==> config.mk <==
export PLATFORM = sky130hd
export DESIGN_NAME = ysyx_24120013_mc_seq
export DESIGN_NICKNAME = d
export VERILOG_FILES = /design/src/rtl/ysyx_24120013_pkg.sv /design/src/rtl/ysyx_24120013_mc_seq.sv
export SDC_FILE = /design/constraint.sdc
export NUM_CORES = 1
export LEC_CHECK = 0
export CORE_MARGIN = 1
export CORE_UTILIZATION = 35
export CTS_BUF_LIST = sky130_fd_sc_hd__clkbuf_8 sky130_fd_sc_hd__clkbuf_16
export DETAILED_ROUTE_END_ITERATION = 16
export PLACE_DENSITY = 0.67
export SYNTH_ARGS = -nofsm -noshare
export SYNTH_HDL_FRONTEND = slang
export SYNTH_SLANG_ARGS = --single-unit
==> constraint.sdc <==
create_clock -name clk -period 2 [get_ports clk]
set_input_delay 0.4 -clock clk [delete_from_list [all_inputs] [get_ports clk]]
set_output_delay 0.4 -clock clk [all_outputs]
set_load 0.005 [all_outputs]
==> src/rtl/ysyx_24120013_pkg.sv <==
// Shared definitions for the ysyx_24120013 multi-cycle core.
// Holds the sequencer state encoding and the PC constants.
package ysyx_24120013_pkg;

    typedef enum logic [2:0] {
        S_IDLE,
        S_FETCH,
        S_DECODE,
        S_EXEC,
        S_WB,
        S_HALT
    } seq_state_e;

    localparam logic [31:0] DEFAULT_RESET_PC = 32'h8000_0000;
    localparam int unsigned INST_W           = 32;
    localparam int unsigned PC_INC           = 4;

endpackage

==> src/rtl/ysyx_24120013_mc_seq.sv <==
// Multi-cycle instruction sequencer: owns PC and instruction register, walks
// fetch/decode/execute/writeback, and halts on ebreak or on a fault.
module ysyx_24120013_mc_seq
    import ysyx_24120013_pkg::*;
#(
    parameter int unsigned     XLEN     = 32,
    parameter logic [XLEN-1:0] RESET_PC = XLEN'(DEFAULT_RESET_PC),
    parameter int unsigned     CNT_W    = 32
) (
    input  logic              clk,
    input  logic              rst,
    output logic              ifetch_req,
    output logic [XLEN-1:0]   ifetch_addr,
    input  logic              ifetch_ack,
    input  logic [INST_W-1:0] ifetch_data,
    input  logic              ifetch_err,
    output logic [INST_W-1:0] inst,
    output logic              exu_start,
    input  logic              exu_done,
    input  logic              exu_wen,
    input  logic              exu_jmp_en,
    input  logic [XLEN-1:0]   exu_jmp_target,
    input  logic              exu_halt,
    output logic              rf_wen,
    output logic [XLEN-1:0]   pc,
    output logic              retire,
    output logic [CNT_W-1:0]  retire_cnt,
    output logic              halted,
    output logic              halt_err
);

    seq_state_e        state_q, state_d;
    logic [XLEN-1:0]   pc_q, pc_d;
    logic [INST_W-1:0] inst_q, inst_d;
    logic [CNT_W-1:0]  cnt_q, cnt_d;
    logic              halt_err_q, halt_err_d;
    logic              first_q, first_d;
    logic              wen_q, wen_d;
    logic              jmp_q, jmp_d;
    logic              halt_q, halt_d;
    logic [XLEN-1:0]   target_q, target_d;
    logic              misaligned;

    // A taken jump to a non word-aligned target is a fault, not a retire.
    assign misaligned = exu_jmp_en && (exu_jmp_target[1:0] != 2'b00);

    always_ff @(posedge clk or negedge rst) begin
        if (!rst) begin
            state_q    <= S_IDLE;
            pc_q       <= RESET_PC;
            inst_q     <= '0;
            cnt_q      <= '0;
            halt_err_q <= 1'b0;
            first_q    <= 1'b0;
            wen_q      <= 1'b0;
            jmp_q      <= 1'b0;
            halt_q     <= 1'b0;
            target_q   <= '0;
        end else begin
            state_q    <= state_d;
            pc_q       <= pc_d;
            inst_q     <= inst_d;
            cnt_q      <= cnt_d;
            halt_err_q <= halt_err_d;
            first_q    <= first_d;
            wen_q      <= wen_d;
            jmp_q      <= jmp_d;
            halt_q     <= halt_d;
            target_q   <= target_d;
        end
    end

    always_comb begin
        state_d    = state_q;
        pc_d       = pc_q;
        inst_d     = inst_q;
        cnt_d      = cnt_q;
        halt_err_d = halt_err_q;
        first_d    = first_q;
        wen_d      = wen_q;
        jmp_d      = jmp_q;
        halt_d     = halt_q;
        target_d   = target_q;
        case (state_q)
            S_IDLE: state_d = S_FETCH;
            S_FETCH: begin
                if (ifetch_ack) begin
                    if (ifetch_err) begin
                        state_d    = S_HALT;
                        halt_err_d = 1'b1;
                    end else begin
                        inst_d  = ifetch_data;
                        state_d = S_DECODE;
                    end
                end
            end
            S_DECODE: begin
                first_d = 1'b1;
                state_d = S_EXEC;
            end
            S_EXEC: begin
                first_d = 1'b0;
                if (exu_done) begin
                    if (misaligned) begin
                        state_d    = S_HALT;
                        halt_err_d = 1'b1;
                    end else begin
                        wen_d    = exu_wen;
                        jmp_d    = exu_jmp_en;
                        target_d = exu_jmp_target;
                        halt_d   = exu_halt;
                        state_d  = S_WB;
                    end
                end
            end
            S_WB: begin
                cnt_d   = cnt_q + CNT_W'(1);
                pc_d    = jmp_q ? target_q : pc_q + XLEN'(PC_INC);
                state_d = halt_q ? S_HALT : S_FETCH;
            end
            S_HALT: state_d = S_HALT;
            default: state_d = S_IDLE;
        endcase
    end

    // Strobes decode registered state only, so no input reaches them combinationally.
    assign ifetch_req  = (state_q == S_FETCH);
    assign ifetch_addr = pc_q;
    assign exu_start   = (state_q == S_EXEC) && first_q;
    assign retire      = (state_q == S_WB);
    assign rf_wen      = (state_q == S_WB) && wen_q && !halt_q;
    assign halted      = (state_q == S_HALT);
    assign halt_err    = halt_err_q;
    assign inst        = inst_q;
    assign pc          = pc_q;
    assign retire_cnt  = cnt_q;

endmodule

==> results by stage <==
Run status:
- The run finished with clean final reports.

Critical path:
- The beginning of the worst register-to-register path is retire_cnt[3].
- The type of the setup path with the least slack is reg -> reg.
- The worst setup path is captured at a flop.
- Data on the critical path is required at its endpoint by 2.30 ns.
- The worst path arrival time is about 2.3 ns.
- The slack of the worst reg-to-reg path is approximately 0.033 ns.
- The largest driver fanout on the critical path is 5.
- The beginning of the critical path is retire_cnt[3].
- The worst setup path is launched from a flop.

Placed design:
- The number of placed instances, taps included, is 985.
- The final weighted congestion of routability-driven global placement is 0.816.
- Timing analysis after detailed placement gives a worst setup slack of -0.0515 ns.
- During placement, the flow inserted port buffers numbering ~210.
- The post-DP HPWL is ~12,000 um.

Pwr:
- The worst-case IR drop observed on VDD is a little under 0.8 mV.
- In this run the static leakage power is a little over 0.004 uW.
- For this design the ratio of total power to cell area is roughly 1400 mW/mm2.

Routing:
- The amount of wire on met3 after detailed routing is about 1100 um.
- For this block, the initial DRC count from the detailed router was 373.
- Wire segments on met2 add up to between 8000 and 9000 um in the final route.
- The average via count per standard cell is 5.11.
- Summing over every cut layer, the via total after detailed routing is between 5,000 and 6,000.
- The average wire length per cell after detail routing is between 15 and 20 um.
- The total wire length after detailed routing is around 17,000 um.
- In the routed design, unresolved DRC markers number 0.
- The highest signal layer in the routed design is met4.
- For this run, the detailed router's first-pass iteration total came to 4.
- The routed metal-1 wirelength is between 6000 and 7000 um.
- Once detail routing completed, the nets flagged for antenna violations numbered 0.

Timing:
- On the final layout, the worst clock skew is 0.00744 ns.
- The final count of negative-setup-slack endpoints is 0.
- The measured slew at the worst slew-check pin is about 0.47 ns.
- The number of max-slew violations in the final report is 0.
- The final worst-path cycle share is a little over nine tenths.
- The final critical path time including I/O delays and setup is between 1.5 and 2 ns.
- Derived from the worst setup path, the maximum achievable clock frequency is slightly above 0.5 GHz.
- Setup repair after global routing could not meet its margin everywhere.
- In this run the tightest slew margin relative to its limit is between 60 and 70%.
- After layout, the worst setup slack is between 0.03 and 0.04 ns.
- The final hold violation count is 0.
- The final-layout worst hold slack is 0.466 ns.

Floorplan:
- The chip width is ~140 um.
- The area of the die is around 0.019 mm2.
- The floorplan step defined a core boundary enclosing 0.0179 mm2.
- In this run the vertical extent of the chip is approximately 140 um.
- The initial utilization of the core area, before any placement, comes to 35.7%.
- The placement row count is 49.
- The number of placed I/O pins is approximately 210.

Global routing:
- The number of antenna violations at the first check in global routing is 0.
- The first-pass GRT wire length is around 27,000 um.
- Entering global routing, the biggest net connects 44 pins.
- Summed over all layers, the global routing overflow is 0.
- The number of global-route vias before repair is roughly 5,300.
- The global-route usage over all layers is a little under a fifth.

Clock tree:
- The tree is rooted in a clkbuf_16.
- TritonCTS created 17 clock buffers.
- The H-tree depth is 4.
- Clock-pin slew was measured on the worst setup and hold paths at roughly 0.060 ns.
- The clock reaches the later pin of the worst-skew pair after around 0.42 ns.
- The buffer levels on the longest clock path is 2.
- TritonCTS built the clock tree.
- The clock drives about 140 sinks.

Yosys:
- The area share of the largest cell type after synthesis is roughly 53%.
- The library cell with the largest summed area after synthesis is dfrtp_1.
- Yosys attributes the largest share of cell area to dfrtp_1 53%, mux2_2 12%, buf_4 3.8%.
- The area of the mapped netlist is about 0.0064 mm2.
- In the synthesized netlist, the number of instances is around 570.
- The post-synthesis net count is around 640.
- Of all flip-flops after synthesis, the portion carrying an async set or reset was between 90% and 100%.
- The number of synthesized register bits is around 140.
- In this run the mean area of a mapped cell was around 11 um2.
- During synthesis, Yosys emitted a total of 0 warnings.
- Sequential elements use between 50% and 60% of the synthesized area.
- The number of flops mapped to enable cells by yosys is 0.
- The synthesized netlist contains 53 unique library cells.
- The flip-flop cell with the highest count after synthesis is dfrtp_1.

Finish:
- In the layout the commonest cells are 199 x clkdlybuf4s50_1, 134 x dfrtp_1, 70 x mux2_2.
- In the final layout, the share of cells above drive strength 1 is 21.5%.
- The synthesis-to-finish area growth is 50.1%.
- 0 antenna diodes ended up in the layout.
- The number of nets in the layout is 860.
- The commonest non-fill, non-tap cell in the layout is clkdlybuf4s50_1.
- The filler cells instantiated in the layout total 1,535.
- The count of placed standard cells in the final layout, fillers left out is 1,028.

Hold path:
- The class of the tightest hold or removal check is in -> async.

Flow run:
- The total of max-cap violations is 0.
cell families after synthesis:
family	count (synthesis)	share of synthesized area, %
and+or+nand+nor	161	14.0
DFF	136	53.3
AOI/OAI and AO/OA	93	9.09
muxes	74	13.0
buffers and inverters	68	6.01
xor gates and xnor gates	31	4.25
adders and majority gates	2	0.392
per-layer routing:
layer / GRT usage (%) / vias to the layer above
met5: 0 / -
met2: 31.0 / 187
li1: - / 2450
met1: 23.3 / 2593
met4: 6.53 / 0
met3: 5.15 / 20
state kept, by name, summed over array words and instances, names as in the netlist:
signal,count
first_q,1
halt_err,1
halt_q,1
ifetch_addr,32
inst,32
jmp_q,1
retire_cnt,32
state_q,3
target_q,32
wen_q,1
final timing paths:
| kind | depth (start not counted) | end |
|---|---|---|
| max in group asynchronous | 3 | retire_cnt[29] |
| setup reg to reg | 5 | retire_cnt[29] |
| hold reg to reg | 2 | halt_err |
| setup / recovery | 5 | retire_cnt[29] |
| min in group clk | 2 | halt_err |
| hold / removal | 2 | target_q[6] |
worst max-delay path, stage by stage, from the launching register on:
cell and delay [ns]:
dfrtp_1 0.39, nand4_4 0.12, or4_4 0.60, nor4_4 0.42
nand4_1 0.16, xnor2_1 0.15
Yosys cell counts, types with 2 or more instances:
master,count
o22ai_1,5
nor3b_1,2
o41ai_1,2
buf_1,2
a211oi_1,4
nand3_1,21
o22a_1,4
nor4_4,3
nand2_1,38
buf_4,32
a21oi_1,30
nor2b_1,3
o2bb2ai_1,3
mux2i_1,4
nand4_1,15
a41oi_1,3
or4_1,3
xor2_1,9
and2_1,3
a32oi_1,2
o21ai_0,24
mux2_2,70
or3_1,4
nor3_1,12
nand4_2,2
clkbuf_1,15
and4_1,7
a31oi_1,2
a22oi_1,3
dfrtp_1,135
nor2_1,28
nand2b_1,3
ha_1,2
o21a_1,3
and3_1,9
nor4_1,4
inv_1,11
buf_2,7
xnor2_1,22
stage by stage:
stage,utilization (%),power [uW],setup TNS (ns),cell area [um2]
floorplan,-,6730,0,6390
global placement,49.0,9170,-0.356,8780
detailed placement,49.0,9310,-0.902,8780
CTS,53.0,13000,0,9490
global route,53.6,13700,-0.248,9590
finish,53.6,13000,0,9590
repair_timing:
item | 4_1_cts | 5_1_grt
pin swaps | 0 | 6
buffers inserted | 2 | 8
gates resized for setup | 9 | 9
hold buffers | 1 | 0
endpoints found under the hold margin | 37 | 0
setup endpoints to repair | 5 | 16
where the power goes:
part           leakage, uW  total, uW  switching (uW)  internal (uW)
Clock             0.000334       3630            1200           2440
Combinational      0.00208       4740            1780           2960
Sequential         0.00172       4580             816           3760
final cells by class:
class / instances / area [um2] / share of cell area [%]
sequential: 136 / 3410 / 35.5
multi-input combinational: 361 / 2640 / 27.5
timing repair buffer: 258 / 2530 / 26.3
clock buffer: 20 / 467 / 4.87
tap: 229 / 287 / 2.99
clock inverter: 12 / 221 / 2.31
inverter: 12 / 47.5 / 0.496
Power figures use the tool's default switching activity.
